<file path="src/rtl/seq_adder_pkg.sv">
// Shared types and sizing helpers for the chunked sequential adder.
// Optional signed-overflow output is enabled by SEQ_ADDER_OVF_EN.
package seq_adder_pkg;

  typedef enum logic [1:0] {
    IDLE = 2'd0,
    RUN  = 2'd1,
    DONE = 2'd2
  } state_e;

  function automatic int nchunk(int w, int c);
    return w / c;
  endfunction

  function automatic int idx_w(int n);
    return (n > 1) ? $clog2(n) : 1;
  endfunction

endpackage

</file>
<file path="src/rtl/seq_chunk_adder_if.sv">
// Start/done handshake and operand/result bus of the sequential adder.
// The ovf signal exists only when SEQ_ADDER_OVF_EN is defined.
interface seq_chunk_adder_if #(
  parameter int WIDTH = 32
) ();
  logic             start;
  logic [WIDTH-1:0] a;
  logic [WIDTH-1:0] b;
  logic             cin;
  logic             sub;
  logic             busy;
  logic             done;
  logic [WIDTH-1:0] sum;
  logic             cout;
`ifdef SEQ_ADDER_OVF_EN
  logic             ovf;

  modport master (
    output start, a, b, cin, sub,
    input  busy, done, sum, cout, ovf
  );
  modport slave (
    input  start, a, b, cin, sub,
    output busy, done, sum, cout, ovf
  );
`else
  modport master (
    output start, a, b, cin, sub,
    input  busy, done, sum, cout
  );
  modport slave (
    input  start, a, b, cin, sub,
    output busy, done, sum, cout
  );
`endif
endinterface

</file>
<file path="src/rtl/seq_chunk_adder_chunk.sv">
// Combinational CHUNK-bit ripple of full adders, shared by all chunks.
// Carry into the MSB is exported only when SEQ_ADDER_OVF_EN is defined.
module chunk_adder #(
  parameter int CHUNK = 4
) (
  input  logic [CHUNK-1:0] a_i,
  input  logic [CHUNK-1:0] b_i,
  input  logic             c_i,
`ifdef SEQ_ADDER_OVF_EN
  output logic             cm_o,
`endif
  output logic [CHUNK-1:0] s_o,
  output logic             c_o
);
  logic [CHUNK:0] c;

  always_comb begin
    c    = '0;
    s_o  = '0;
    c[0] = c_i;
    for (int i = 0; i < CHUNK; i++) begin
      s_o[i]   = a_i[i] ^ b_i[i] ^ c[i];
      c[i+1]   = (a_i[i] & b_i[i]) | (c[i] & (a_i[i] ^ b_i[i]));
    end
  end

  assign c_o  = c[CHUNK];
`ifdef SEQ_ADDER_OVF_EN
  assign cm_o = c[CHUNK-1];
`endif
endmodule

</file>
<file path="src/rtl/seq_chunk_adder.sv">
// WIDTH-bit adder/subtractor processing CHUNK bits per clock.
// Define SEQ_ADDER_OVF_EN to add the registered signed-overflow output.
module seq_chunk_adder
  import seq_adder_pkg::*;
#(
  parameter int WIDTH = 32,
  parameter int CHUNK = 4
) (
  input  logic clk,
  input  logic rst_n,
  seq_chunk_adder_if.slave bus
);
  localparam int NCHUNK = nchunk(WIDTH, CHUNK);
  localparam int IW     = idx_w(NCHUNK);

  if (WIDTH % CHUNK != 0) begin : g_bad_cfg
    $error("seq_chunk_adder: WIDTH must be a multiple of CHUNK");
  end

  state_e           state_q, state_d;
  logic [IW-1:0]    idx_q, idx_d;
  logic             carry_q, carry_d;
  logic [WIDTH-1:0] opa_q, opa_d;
  logic [WIDTH-1:0] opb_q, opb_d;
  logic [WIDTH-1:0] acc_q, acc_d;
  logic [WIDTH-1:0] sum_q, sum_d;
  logic             cout_q, cout_d;
  logic [CHUNK-1:0] ca_s;
  logic             ca_co;
  logic             last;
  int               base;

  assign base = CHUNK * int'(idx_q);
  assign last = (idx_q == IW'(NCHUNK - 1));

`ifdef SEQ_ADDER_OVF_EN
  logic ovf_q, ovf_d;
  logic ca_cm;
`endif

  chunk_adder #(.CHUNK(CHUNK)) u_chunk (
    .a_i  (opa_q[base +: CHUNK]),
    .b_i  (opb_q[base +: CHUNK]),
    .c_i  (carry_q),
`ifdef SEQ_ADDER_OVF_EN
    .cm_o (ca_cm),
`endif
    .s_o  (ca_s),
    .c_o  (ca_co)
  );

  always_comb begin
    state_d = state_q;
    idx_d   = idx_q;
    carry_d = carry_q;
    opa_d   = opa_q;
    opb_d   = opb_q;
    acc_d   = acc_q;
    sum_d   = sum_q;
    cout_d  = cout_q;
`ifdef SEQ_ADDER_OVF_EN
    ovf_d   = ovf_q;
`endif
    unique case (state_q)
      IDLE, DONE: begin
        if (bus.start) begin
          opa_d   = bus.a;
          opb_d   = bus.sub ? ~bus.b : bus.b;
          carry_d = bus.cin ^ bus.sub;
          idx_d   = '0;
          state_d = RUN;
        end else begin
          state_d = IDLE;
        end
      end
      RUN: begin
        acc_d[base +: CHUNK] = ca_s;
        carry_d = ca_co;
        idx_d   = idx_q + IW'(1);
        if (last) begin
          sum_d   = acc_d;
          cout_d  = ca_co;
`ifdef SEQ_ADDER_OVF_EN
          ovf_d   = ca_cm ^ ca_co;
`endif
          idx_d   = '0;
          state_d = DONE;
        end
      end
      default: state_d = IDLE;
    endcase
  end

  always_ff @(posedge clk or negedge rst_n) begin
    if (!rst_n) begin
      state_q <= IDLE;
      idx_q   <= '0;
      carry_q <= 1'b0;
      opa_q   <= '0;
      opb_q   <= '0;
      acc_q   <= '0;
      sum_q   <= '0;
      cout_q  <= 1'b0;
`ifdef SEQ_ADDER_OVF_EN
      ovf_q   <= 1'b0;
`endif
    end else begin
      state_q <= state_d;
      idx_q   <= idx_d;
      carry_q <= carry_d;
      opa_q   <= opa_d;
      opb_q   <= opb_d;
      acc_q   <= acc_d;
      sum_q   <= sum_d;
      cout_q  <= cout_d;
`ifdef SEQ_ADDER_OVF_EN
      ovf_q   <= ovf_d;
`endif
    end
  end

  assign bus.busy = (state_q == RUN);
  assign bus.done = (state_q == DONE);
  assign bus.sum  = sum_q;
  assign bus.cout = cout_q;
`ifdef SEQ_ADDER_OVF_EN
  assign bus.ovf  = ovf_q;
`endif
endmodule
</file>
<file path="src/flat_wrapper.sv">
// flat-port wrapper written by rule: the top's interface ports become plain ports
module seq_chunk_adder_flat import seq_adder_pkg::*;
#(
  parameter int WIDTH = 32,
  parameter int CHUNK = 4
)
  (clk, rst_n, bus_start, bus_a, bus_b, bus_cin, bus_sub, bus_busy, bus_done, bus_sum, bus_cout);
  seq_chunk_adder_if #(.WIDTH(WIDTH)) bus_i ();
  input  logic clk;
  input  logic rst_n;
  input wire logic [$bits(bus_i.start)-1:0] bus_start;
  input wire logic [$bits(bus_i.a)-1:0] bus_a;
  input wire logic [$bits(bus_i.b)-1:0] bus_b;
  input wire logic [$bits(bus_i.cin)-1:0] bus_cin;
  input wire logic [$bits(bus_i.sub)-1:0] bus_sub;
  output wire logic [$bits(bus_i.busy)-1:0] bus_busy;
  output wire logic [$bits(bus_i.done)-1:0] bus_done;
  output wire logic [$bits(bus_i.sum)-1:0] bus_sum;
  output wire logic [$bits(bus_i.cout)-1:0] bus_cout;
  assign bus_i.start = bus_start;
  assign bus_i.a = bus_a;
  assign bus_i.b = bus_b;
  assign bus_i.cin = bus_cin;
  assign bus_i.sub = bus_sub;
  assign bus_busy = bus_i.busy;
  assign bus_done = bus_i.done;
  assign bus_sum = bus_i.sum;
  assign bus_cout = bus_i.cout;
  seq_chunk_adder #(.WIDTH(WIDTH), .CHUNK(CHUNK)) u_core (.clk(clk), .rst_n(rst_n), .bus(bus_i));
endmodule
</file>
<file path="config.mk">
export PLATFORM = sky130hd
export DESIGN_NAME = seq_chunk_adder_flat
export DESIGN_NICKNAME = d
export VERILOG_FILES = /design/src/rtl/seq_adder_pkg.sv /design/src/rtl/seq_chunk_adder_if.sv /design/src/rtl/seq_chunk_adder_chunk.sv /design/src/rtl/seq_chunk_adder.sv /design/src/flat_wrapper.sv
export SDC_FILE = /design/constraint.sdc
export NUM_CORES = 1
export LEC_CHECK = 0
export BUFFER_PORTS_ARGS = -buffer_cell sky130_fd_sc_hd__buf_2
export CAP_MARGIN = 20
export CORE_AREA = 2 2 119 121
export CTS_CLUSTER_DIAMETER = 120
export CTS_CLUSTER_SIZE = 8
export DETAILED_ROUTE_END_ITERATION = 16
export DIE_AREA = 0 0 121 123
export GPL_TIMING_DRIVEN = 0
export PLACE_DENSITY = 0.71
export REMOVE_ABC_BUFFERS = 1
export SETUP_SLACK_MARGIN = 0.4
export SYNTH_ARGS = -nofsm -noshare
export SYNTH_HDL_FRONTEND = slang
export SYNTH_HIERARCHICAL = 1
export SYNTH_SLANG_ARGS = --single-unit
</file>
<file path="constraint.sdc">
create_clock -name clk -period 5.2 [get_ports clk]
set_input_delay 0.78 -clock clk [delete_from_list [all_inputs] [get_ports clk]]
set_output_delay 0.78 -clock clk [all_outputs]
set_load 0.02 [all_outputs]
</file>
# After elaboration in Yosys (flattened, before gate mapping)
# Cells that the tools add are included.
# classes
add_sub_neg	2
eq_ne	5
n_shift	4
mux	10
n_bitwise	22
n_reduce_logical	6
# op_table
operator	n
indexed part select 32 x 6 -> 4 bit	2
negation 5 -> 33 bit	1
variable shift 4 x 33 -> 32 bit, first input constant	1
indexed part select 4 x 33 -> 32 bit	1
bitwise mux 32 bit	1
two-way mux 32 bit	1
NOT 32 bit	1
bitwise XOR 1 bit	9
AND 1 bit	8
two-way mux 3 bit	2
one-hot mux 3 bit (2 select lines)	1
AND reduction 2 bit	3
bitwise OR 1 bit	4
one-hot mux 2 bit (2 select lines)	1
adder 3 x 1 -> 3 bit, second input constant	1
== test 3 bit, second input constant	1
== test 2 x 1 -> 1 bit, second input constant	1
== test 2 bit, second input constant	1
zero test 2 bit	1
two-way mux 1 bit	2
two-way mux 2 bit	1
!= test 2 x 1 -> 1 bit, second input constant	1
!= test 2 bit, second input constant	1
one-hot mux 1 bit (2 select lines)	1
other kinds (2)	2
# totals
ff_bits	135
input_bits	69
output_inout_bits	35
elab_cells	57

# Longest topological paths before layout
# Gate-level depths: netlist (run 1).
# depth
ltp_word	11
mapped_depth	17
mapped_depth_nobuf	14

# Cells and area by module
# The synthesis (run 1) kept the hierarchy.
# modules_own_cells
mod	instances	cells_each	area_per_inst_um2	seq_area_each_um2
seq_chunk_adder	1	561	6573.8	3378.2
chunk_adder	1	14	117.6	0.0

# Worst setup path after synthesis (run 1)
# Ideal clock, no wire load.
# synth_timing
path_kind	reg-to-reg
from	reg u_core.idx_q[0]
to	reg u_core.sum_q[11] (netlist: u_core/bus.sum[11])
setup_ps	77
arrival_time_ps	3666
required_time_ps	5123
setup_slack_ps	1456
path_stages_with_launch	17
n_path_buf	2
synth_period_minus_slack_ps	3744
path_cell_list	dfrtp_1 buf_2 buf_2 mux4_2 nand2_1 nand2_1 fa_1 inv_1 fa_1 inv_1 fa_1 inv_1 fa_1 inv_1 nor4bb_1 a31oi_1 a21oi_1
# synth_between
elab_chain_len	11
word_cells_on_any_way	25
classes_between	1 x add/sub; 1 x eq/ne; 4 x shift; 1 x mux; 17 x bitwise; 1 x reduce/logical
# synth_rtl
element	line_no	source
from (decl)	seq_chunk_adder.sv:21	logic [IW-1:0] idx_q, idx_d;
from (signal assigned)	seq_chunk_adder.sv:109	idx_q <= idx_d;
indexed part select 32 x 6 -> 4 bit (on tied branches)	seq_chunk_adder.sv:42, seq_chunk_adder.sv:43	
bitwise XOR 1 bit	seq_chunk_adder_chunk.sv:23	c[i+1] = (a_i[i] & b_i[i]) | (c[i] & (a_i[i] ^ b_i[i]));
AND 1 bit	seq_chunk_adder_chunk.sv:23	
bitwise OR 1 bit	seq_chunk_adder_chunk.sv:23	
AND 1 bit	seq_chunk_adder_chunk.sv:23	
bitwise OR 1 bit	seq_chunk_adder_chunk.sv:23	
AND 1 bit	seq_chunk_adder_chunk.sv:23	
bitwise OR 1 bit	seq_chunk_adder_chunk.sv:23	
bitwise XOR 1 bit *	seq_chunk_adder_chunk.sv:22	s_o[i] = a_i[i] ^ b_i[i] ^ c[i];
via u_core.ca_s[3]	seq_chunk_adder.sv:28	logic [CHUNK-1:0] ca_s;
indexed part select 4 x 33 -> 32 bit *	seq_chunk_adder.sv:77	acc_d[base +: CHUNK] = ca_s;
bitwise mux 32 bit *	seq_chunk_adder.sv:77	
to (signal assigned)	seq_chunk_adder.sv:114	sum_q <= sum_d;
to (decl)	seq_chunk_adder.sv:26	logic [WIDTH-1:0] sum_q, sum_d;
# Mark *: on every way through the listed nets, which the timed path passes. The rest lies on a longest branch.
# A chain may end at the register's enable or synchronous reset.

# Final worst setup path (run 1)
# Ends and elaborated chain as after synthesis.

==> impl_results.md, run 1 <==
- Outcome: completed
- Mapped cell area: 0.00669 mm2
- Distinct cells, synth: 46
- Worst rel slew slack: 0.337
- Die ar.: 0.0149 mm2
- Pin count of the biggest net entering global routing: 101
- Crit path required time: 5.55 ns
- GR peak layer: met2
- Tmin final: 4.25 ns
- Worst slack, placed: 0.806 ns
- Gr usage total: 0.200
- Die H: 123 um
- Total grt overflow: 0
- Vias in the first global route: 4606
- Cells after Synth: 575
- Fmax: 0.236 GHz
- Clock skew: 0.00704 ns
- CP max stage delay: 0.61 ns
- Cell family with most CP delay: adder cells
- Crit path buf inv count: 5
- Initial Utilization: 0.492
- Worst Hold Class: in2async
- N_diodes: 0
- Total CTS buffers: 17
- Power Density: 744 mW/mm2
- Crit path max fanout: 21
- Synth area leaders: dfrtp_1 (50%), mux2_2 (9.8%), mux4_2 (5.4%), nand2_1 (4.5%), xnor2_1 (4.3%)
- Htree depth: 4
- Setup ws final: 0.954 ns
- Detailed-route via count: 4550
- Sequential element share of the synthesized area: 0.505
- Share of the synthesized area in the top cell type: 0.505
- Final setup vio count: 0
- Clock Latency Late Sink: 0.42 ns
- DR iter-0 viols: 188
- Site Rows: 43
- Tcrit/Tclk final: 0.817
- Initial antenna violation count: 0
- Launch point of the worst reg-to-reg path: u_core/idx_q[0]$_DFFE_PN0P_
- Worst R2R End: u_core/bus.sum[11]$_DFFE_PN0P_
- Postcts setup bufs: 0
- Max-cap violation count: 0
- Fraction of layout cells with a size suffix above 1: 0.333
- Final HPWL DP: 9.44 mm
- Synth Flop Type: dfrtp_1
- Clk root buf: clkbuf_16
- CP endpoint kind: register
- Synth async-reset ratio: 1.00
- Post-DRT Antenna Nets: 0
- Setup CP Type: reg2reg
- Gpl congestion: 0.840
- Syn-to-layout area delta: 18.2%
- Residual DRC count: 0
- Synth warn: 6
- Seq cells post-synth: 135
- Core area: 0.0136 mm2
- Die width: 121 um
- Post-cts resize count: 0
- Fin. Hold Viols: 0
- Post-DR vias/cell: 5.37
- Arr. time, crit path: 4.59 ns
- Pins Over Slew Limit: 0
- Setup crit start kind: register
- Final WL: 13.8 mm
- Post-synth EDFFs: 0
- Setup slack, reg-to-reg: 0.95 ns
- Least-Margin Pin Slew: 0.995 ns
- First-pass iteration count of the detailed router: 4
- Syn_area_per_cell: 11.6 um2
- CTS tree: built
- Post-synth top area cell: dfrtp_1
- GR Util met2: 0.327
- Met1 usage: 0.259
- Buffers added on ports: 103
- Clk sinks: 135
- M3 GR Usage: 0.0498
- Hold_buf cts: 0
- Clk slew on worst S/H paths: 0.06 ns
- CP max stage cell: dfrtp_2
- Leakage power: 3.60 nW
- First-pass GRT wire length: 22.8 mm
- RSZ-0062 raised after global routing: false
- Layout net count: 736
- WL per Instance: 16.3 um
- CP Cell Sequence: buf_12 -> mux4_2 -> nand2_1 -> nand2_1 -> fa_1 -> inv_1 -> fa_1 -> inv_1 -> fa_1 -> inv_1 -> fa_1 -> inv_1 -> nor4bb_1 -> a31oi_1 -> a21oi_1
- Clock buffer depth: 2
- VDD IR max: 317 uV
- IO Pins: 104
- Setup TNS: 0 ns
- Worst reg2reg path depth: 15
[worst register-to-register path, delay by kind of cell (launching register included)]
kind,cells,cell delay [ns]
buffers and inverters,5,0.65
AND/OR/NAND/NOR,3,0.61
AO/OA/AOI/OAI,2,0.38
adder cells (fa/ha/maj),4,1.36
flip-flops,1,0.61
multiplexers,1,0.56
[final cells by class]
cell class	count	area, um2
tap	180	225
clock buffer	24	492
timing repair buffer	107	624
sequential	135	3380
clock inverter	4	70.1
multi-input combinational	381	3060
inverter	16	60.1
fill	1099	5710
[per-stage QoR]
stage | instance area, um2 | power (mW) | utilization | hold slack (ns) | cells
5_1_grt | 7910 | 6.34 | 0.581 | 0.383 | 847
4_1_cts | 7880 | 5.92 | 0.579 | 0.357 | 846
3_5_place_dp | 7320 | 4.75 | 0.538 | 0.466 | 818
3_3_place_gp | 7230 | 4.60 | 0.531 | 0.456 | 815
2_1_floorplan | 6490 | 3.87 | - | 0.445 | 532
6_report | 7910 | 5.88 | 0.581 | 0.340 | 847
[how the worst max path moves through the flow]
stage | endpoint | depth (start not counted) | start
2_1_floorplan | u_core/bus.sum[11]$_DFFE_PN0P_ | 14 | u_core/idx_q[0]$_DFFE_PN0P_
3_3_place_gp | u_core/bus.sum[11]$_DFFE_PN0P_ | 14 | u_core/idx_q[0]$_DFFE_PN0P_
3_5_place_dp | u_core/bus.sum[11]$_DFFE_PN0P_ | 14 | u_core/idx_q[1]$_DFFE_PN0P_
4_1_cts | u_core/bus.sum[11]$_DFFE_PN0P_ | 14 | u_core/idx_q[1]$_DFFE_PN0P_
5_1_grt | u_core/bus.sum[11]$_DFFE_PN0P_ | 15 | u_core/idx_q[0]$_DFFE_PN0P_
6_report | u_core/bus.sum[11]$_DFFE_PN0P_ | 15 | u_core/idx_q[0]$_DFFE_PN0P_
[cell families after synthesis]
| kind of cell | share of synthesized area |
|---|---|
| compound gates | 0.0821 |
| xor+xnor | 0.0432 |
| fa+ha+maj | 0.0213 |
| buf+inv | 0.0396 |
| flops | 0.505 |
| mux | 0.188 |
| simple gates | 0.121 |
[state kept, by name, indices dropped and copies added, names as in the netlist]
register / cells
u_core/acc_q: 32
u_core/bus.sum: 32
u_core/opa_q: 32
u_core/opb_q: 32
u_core/idx_q: 3
u_core/state_q: 2
u_core/bus.cout: 1
u_core/carry_q: 1
[per-layer routing]
metal | wire length [um] | vias up
met5 | 0 | -
li1 | - | 2176
met2 | 6760 | 115
met1 | 6130 | 2238
met3 | 664 | 21
met4 | 229 | 0
[cells in the mapped netlist (2+ instances only)]
library cell / number
ha_1: 5
nor4_4: 4
mux4_2: 16
buf_1: 2
buf_6: 3
mux2_1: 2
nand3b_1: 3
o211ai_1: 3
nand4b_1: 2
or4_1: 4
mux2i_1: 16
nand2b_1: 5
o311ai_0: 3
mux2_2: 58
a31oi_1: 13
xnor2_1: 33
or3_1: 2
clkbuf_1: 23
o21ai_0: 53
buf_2: 14
nand3_1: 2
and2_1: 4
inv_1: 15
o31ai_1: 10
dfrtp_1: 135
nor4bb_1: 4
and3b_1: 4
nand2_1: 80
nor2_1: 19
mux2_4: 4
fa_1: 4
a21oi_1: 10
nor2b_1: 7
[cell usage in the layout, fill, tap and decap left out, drive strengths merged, types with 5 or more instances in the layout]
cell type  instances
dfrtp            135
buf              107
nand2             80
mux2              64
o21ai             53
xnor2             33
clkbuf            24
nor2              20
mux4              16
mux2i             16
inv               15
a31oi             13
o31ai             10
a21oi             10
nor2b              7
nand2b             6
ha                 5
[where the power goes]
part / internal, mW / total [mW] / switching (mW)
logic: 1.22 / 2.87 / 1.65
clock network: 0.743 / 1.15 / 0.409
registers: 1.55 / 1.87 / 0.311
total: 3.52 / 5.88 / 2.37
Note: power is estimated with default switching activity, not from simulation.
==> run 2, diff against run 1 <==
Clock period 5.2 ns to 4.3 ns, I/O delays scaled along.
==> run 2 against run 1 <==
  * Sequential share of layout area shrank 0.27 points
  * Cell count grew 0.59%
  * Combinational power grew 29%
  * Final area grew 0.85%
  * First-iteration DRC count grew 19%
  * Sequential power grew 21%
  * Critical path depth is the same
  * Critical path type unchanged
==> impl_results.md, run 2 (synthesis results as in run 1) <==
- Tcrit/Tclk final: 0.854
- Fraction of layout cells with a size suffix above 1: 0.347
- Layout net count: 741
- Clock buffer depth: 2
- Crit path required time: 4.64 ns
- Worst rel slew slack: 0.332
- Crit path max fanout: 5
- Final non-filler cell total: 852
- DR iter-0 viols: 223
- DP Area: 0.00732 mm2
- First-pass iteration count of the detailed router: 5
- Worst Hold Class: in2async
- CP Cell Sequence: buf_12 -> mux4_2 -> nand2_1 -> nand2_1 -> fa_1 -> inv_1 -> fa_1 -> inv_1 -> fa_1 -> inv_1 -> fa_1 -> inv_2 -> nor4bb_4 -> a31oi_1 -> a21oi_1
- Fin area: 0.00797 mm2
- Post-DR vias/cell: 5.40
- First-pass GRT wire length: 23.1 mm
- Clk sinks: 135
- Crit path buf inv count: 5
- Critical Path Most Common Cell: fa_1
- Vias in the first global route: 4654
- Initial antenna violation count: 0
- Fin. Hold Viols: 0
- GR peak layer: met2
- Htree depth: 4
- Met1 usage: 0.261
- Fill count: 1093
- Pins Over Slew Limit: 0
- Launch point of the worst reg-to-reg path: u_core/idx_q[0]$_DFFE_PN0P_
- Worst Setup SP: u_core/idx_q[0]$_DFFE_PN0P_
- Total CTS buffers: 17
- Outcome: completed
- Residual DRC count: 0
- Buffers added on ports: 103
- Arr. time, crit path: 4.01 ns
- CTS tree: built
- CP max stage cell: dfrtp_4
- IO Pins: 104
- Placed cell count: 818
- Pin count of the biggest net entering global routing: 101
- Least-Margin Pin Slew: 1.00 ns
- Max-cap violation count: 0
- Seq. cell area: 0.00339 mm2
- CP endpoint kind: register
- Final WL: 13.9 mm
- Die ar.: 0.0149 mm2
- Core area: 0.0136 mm2
- Final HPWL DP: 9.44 mm
- VDD IR max: 455 uV
- Syn-to-layout area delta: 19.2%
- Gpl congestion: 0.840
- N_diodes: 0
- Gr usage total: 0.203
- Area of the multi-input gates: 0.00307 mm2
- RSZ-0062 raised after global routing: false
- Fmax: 0.272 GHz
- Worst hold margin: 0.212 ns
- Power Density: 921 mW/mm2
- Initial Utilization: 0.492
- Hold_buf cts: 0
- Final setup vio count: 0
- Post-DRT Antenna Nets: 0
- Most frequent cells in the layout: dfrtp_1 (132), buf_2 (102), nand2_1 (80), mux2_2 (58), o21ai_0 (53)
- Commonest non-fill, non-tap cell in the layout: dfrtp_1
- CP max stage delay: 0.48 ns
- Cell family with most CP delay: adder cells
- Total grt overflow: 0
- Clk root buf: clkbuf_16
- Final Util: 0.586
- Die width: 121 um
- WL per Instance: 16.4 um
- Setup CP Type: reg2reg
- Clock skew: 0.00815 ns
- Tmin final: 3.67 ns
- Leakage power: 3.64 nW
- Setup crit start kind: register
- M3 GR Usage: 0.0498
- Detailed-route via count: 4604
- Site Rows: 43
- Clock Latency Late Sink: 0.42 ns
- Die H: 123 um
- GR Util met2: 0.334
- Clk slew on worst S/H paths: 0.06 ns
-- run 2: changes by cell type in the layout (fill, tap and decap cells not counted), sizes merged --
| cell | before | now |
|---|---|---|
| buf | 107 | 111 |
| bufbuf | 0 | 1 |
-- run 2: layout make-up --
| type | count | area share |
|---|---|---|
| Tap cell | 180 | 0.0282 |
| Sequential cell | 135 | 0.425 |
| Timing Repair Buffer | 112 | 0.0836 |
| Clock inverter | 4 | 0.00879 |
| Clock buffer | 24 | 0.0617 |
| Inverter | 16 | 0.00769 |
| Multi-Input combinational cell | 381 | 0.385 |
-- run 2: repair_timing --
item | in CTS | in global routing
gates resized for setup | 7 | 2
setup buffers | 2 | 3
endpoints found under the setup margin | 19 | 5
cloned | 1 | 0
pin swaps | 0 | 3
-- run 2: layer usage --
layer / vias up / part of all wire
li1: 2186 / -
met3: 19 / 0.050
met1: 2268 / 0.45
met5: - / 0
met4: 0 / 0.015
met2: 131 / 0.48
-- run 2: path summary, 6_finish.rpt --
path / endpoint / slack, ns / cells after the start
min: u_core/bus.sum[26]$_DFFE_PN0P_ / 0.21 / 1
max in group asynchronous: u_core/opa_q[10]$_DFFE_PN0P_ / 3.33 / 2
max: u_core/bus.sum[11]$_DFFE_PN0P_ / 0.63 / 15
min in group clk: u_core/opa_q[7]$_DFFE_PN0P_ / 0.46 / 2
min reg2reg: u_core/bus.sum[13]$_DFFE_PN0P_ / 0.47 / 2
max reg2reg: u_core/bus.sum[11]$_DFFE_PN0P_ / 0.63 / 15
-- run 2: worst register-to-register path: stages (launching register included) --
cell,delay (ns)
dfrtp_4,0.48
buf_12,0.14
mux4_2,0.44
nand2_1,0.09
nand2_1,0.09
fa_1,0.42
inv_1,0.07
fa_1,0.17
inv_1,0.05
fa_1,0.37
inv_1,0.09
fa_1,0.43
inv_2,0.10
nor4bb_4,0.32
a31oi_1,0.17
a21oi_1,0.18
-- run 2: metrics by stage --
stage / power [mW] / TNS [ns] / setup slack, ns
finish: 7.34 / 0 / 0.629
global route: 7.89 / 0 / 0.430
CTS: 7.29 / 0 / 0.420
detailed placement: 5.74 / -0.150 / -0.0936
global placement: 5.56 / -14.84 / -0.741
floorplan: 4.68 / 0 / 0.0849
-- run 2: power by group --
group	internal [mW]	leakage, nW	switching (mW)
Sequential	1.89	1.65	0.374
Clock	0.899	0.278	0.493
Combinational	1.64	1.71	2.05
Total	4.43	3.64	2.92
==> run 3, diff against run 2 <==
Settings changed: PLACE_DENSITY 0.71 to 0.68, SKIP_CTS_REPAIR_TIMING set to 1.
==> run 3 against run 2 <==
  * Critical path depth stayed put
  * Sequential power hardly changed
  * Global-route usage is 0.32 points lower
  * Register-to-register slack worse by 0.02 ns
  * First-iteration DRC count is 24% higher
  * Count of clock-buffer cells in the layout is 2 higher
  * Die area stayed put
  * Final area is 0.31% lower
  * Flip-flop and latch count stayed put
  * Critical endpoint unchanged
  * Largest cell class unchanged
==> impl_results.md, run 3 (synthesis results as in run 1) <==
- Clk sinks: 135
- Launch point of the worst reg-to-reg path: u_core/idx_q[0]$_DFFE_PN0P_
- Fmax: 0.271 GHz
- Gpl congestion: 0.806
- Worst Hold Class: in2async
- Arr. time, crit path: 4.03 ns
- Worst reg2reg path depth: 15
- Final HPWL DP: 9.51 mm
- Setup slack, reg-to-reg: 0.61 ns
- Fraction of layout cells with a size suffix above 1: 0.346
- Setup crit start kind: register
- Initial antenna violation count: 0
- Tcrit/Tclk final: 0.859
- Outcome: completed
- Syn-to-layout area delta: 18.8%
- Most frequent cells in the layout: dfrtp_1 (132), buf_2 (102), nand2_1 (80), mux2_2 (58), o21ai_0 (53)
- Max-cap violation count: 0
- Crit path required time: 4.64 ns
- Setup ws final: 0.606 ns
- First-pass GRT wire length: 22.8 mm
- Worst rel slew slack: 0.291
- Final non-filler cell total: 853
- Setup CP Type: reg2reg
- Core area: 0.0136 mm2
- Final Util: 0.584
- Buffers added on ports: 103
- Initial Utilization: 0.492
- Die width: 121 um
- Residual DRC count: 0
- Post-DR vias/cell: 5.32
- Detailed-route via count: 4538
- CTS tree: built
- Clock Latency Late Sink: 0.42 ns
- IO Pins: 104
- Vias in the first global route: 4642
- WL per Instance: 16.4 um
- Crit path max fanout: 6
- Commonest non-fill, non-tap cell in the layout: dfrtp_1
- Clock skew: 0.00753 ns
- Fin area: 0.00795 mm2
- Worst R2R End: u_core/bus.sum[11]$_DFFE_PN0P_
- Clk root buf: clkbuf_16
- DR iter-0 viols: 277
- Site Rows: 43
- Pins Over Slew Limit: 0
- DP Area: 0.00734 mm2
- CP endpoint kind: register
- Power Density: 904 mW/mm2
- Worst slack, placed: -0.0149 ns
- RSZ-0062 raised after global routing: false
- Final setup vio count: 0
- Die ar.: 0.0149 mm2
- Fill count: 1173
- Placed cell count: 819
- Least-Margin Pin Slew: 1.05 ns
- First-pass iteration count of the detailed router: 4
- Die H: 123 um
- Final WL: 14.0 mm
- Gr usage total: 0.200
- Area of the multi-input gates: 0.00307 mm2
- Clk slew on worst S/H paths: 0.06 ns
- Htree depth: 4
- Leakage power: 3.62 nW
- Fin. Hold Viols: 0
- Total CTS buffers: 17
- Seq. cell area: 0.00339 mm2
- Layout net count: 740
- Post-DRT Antenna Nets: 0
- Clock buffer depth: 2
- VDD IR max: 360 uV
- Total power: 7.19 mW
- Tmin final: 3.69 ns
- Total grt overflow: 0
- N_diodes: 0
- Pin count of the biggest net entering global routing: 101
run 3: per-stage QoR:
| step | TNS (ns) | hold WS (ns) |
|---|---|---|
| 5_1_grt | 0 | 0.197 |
| 2_1_floorplan | 0 | 0.349 |
| 4_1_cts | -0.0122 | 0.176 |
| 3_3_place_gp | -16.98 | 0.456 |
| 3_5_place_dp | -0.0149 | 0.458 |
| 6_report | 0 | 0.175 |
run 3: layout make-up:
type / instances / share of cell area
well taps: 180 / 0.0283
repair buffers: 111 / 0.0845
flip-flops and latches: 135 / 0.426
clock inverters: 4 / 0.00252
inverters: 16 / 0.00803
clock buffers: 26 / 0.0641
multi-input cells: 381 / 0.386
run 3: worst max-delay path by stage:
stage	start	to	slack, ns
floorplan	u_core/idx_q[0]$_DFFE_PN0P_	u_core/bus.sum[11]$_DFFE_PN0P_	0.08
global placement	u_core/idx_q[0]$_DFFE_PN0P_	u_core/bus.sum[11]$_DFFE_PN0P_	-0.83
detailed placement	u_core/idx_q[1]$_DFFE_PN0P_	u_core/bus.sum[11]$_DFFE_PN0P_	-0.01
CTS	u_core/idx_q[1]$_DFFE_PN0P_	u_core/bus.sum[11]$_DFFE_PN0P_	-0.01
global route	u_core/idx_q[0]$_DFFE_PN0P_	u_core/bus.sum[11]$_DFFE_PN0P_	0.41
finish	u_core/idx_q[0]$_DFFE_PN0P_	u_core/bus.sum[11]$_DFFE_PN0P_	0.61
run 3: metal layers:
metal / part of all wire / track usage
met2: 0.49 / 0.327
met5: 0 / 0
met3: 0.052 / 0.0567
met1: 0.44 / 0.259
met4: 0.013 / 0.0647
run 3: report_power, final:
group          leakage [nW]  total, mW  switching, mW  internal, mW
Sequential             1.65       2.27          0.385          1.89
Clock                 0.266       1.30          0.496         0.802
Combinational          1.70       3.62           2.04          1.58
run 3: critical path: stages, from the launching register on:
cell and delay, ns:
dfrtp_4 0.47, buf_12 0.13, mux4_2 0.49, nand2_1 0.08, nand2_1 0.09, fa_1 0.42, inv_1 0.09, fa_1 0.16
inv_1 0.05, fa_1 0.35, inv_1 0.08, fa_1 0.42, inv_2 0.12, nor4bb_4 0.32, a31oi_1 0.16, a21oi_1 0.18
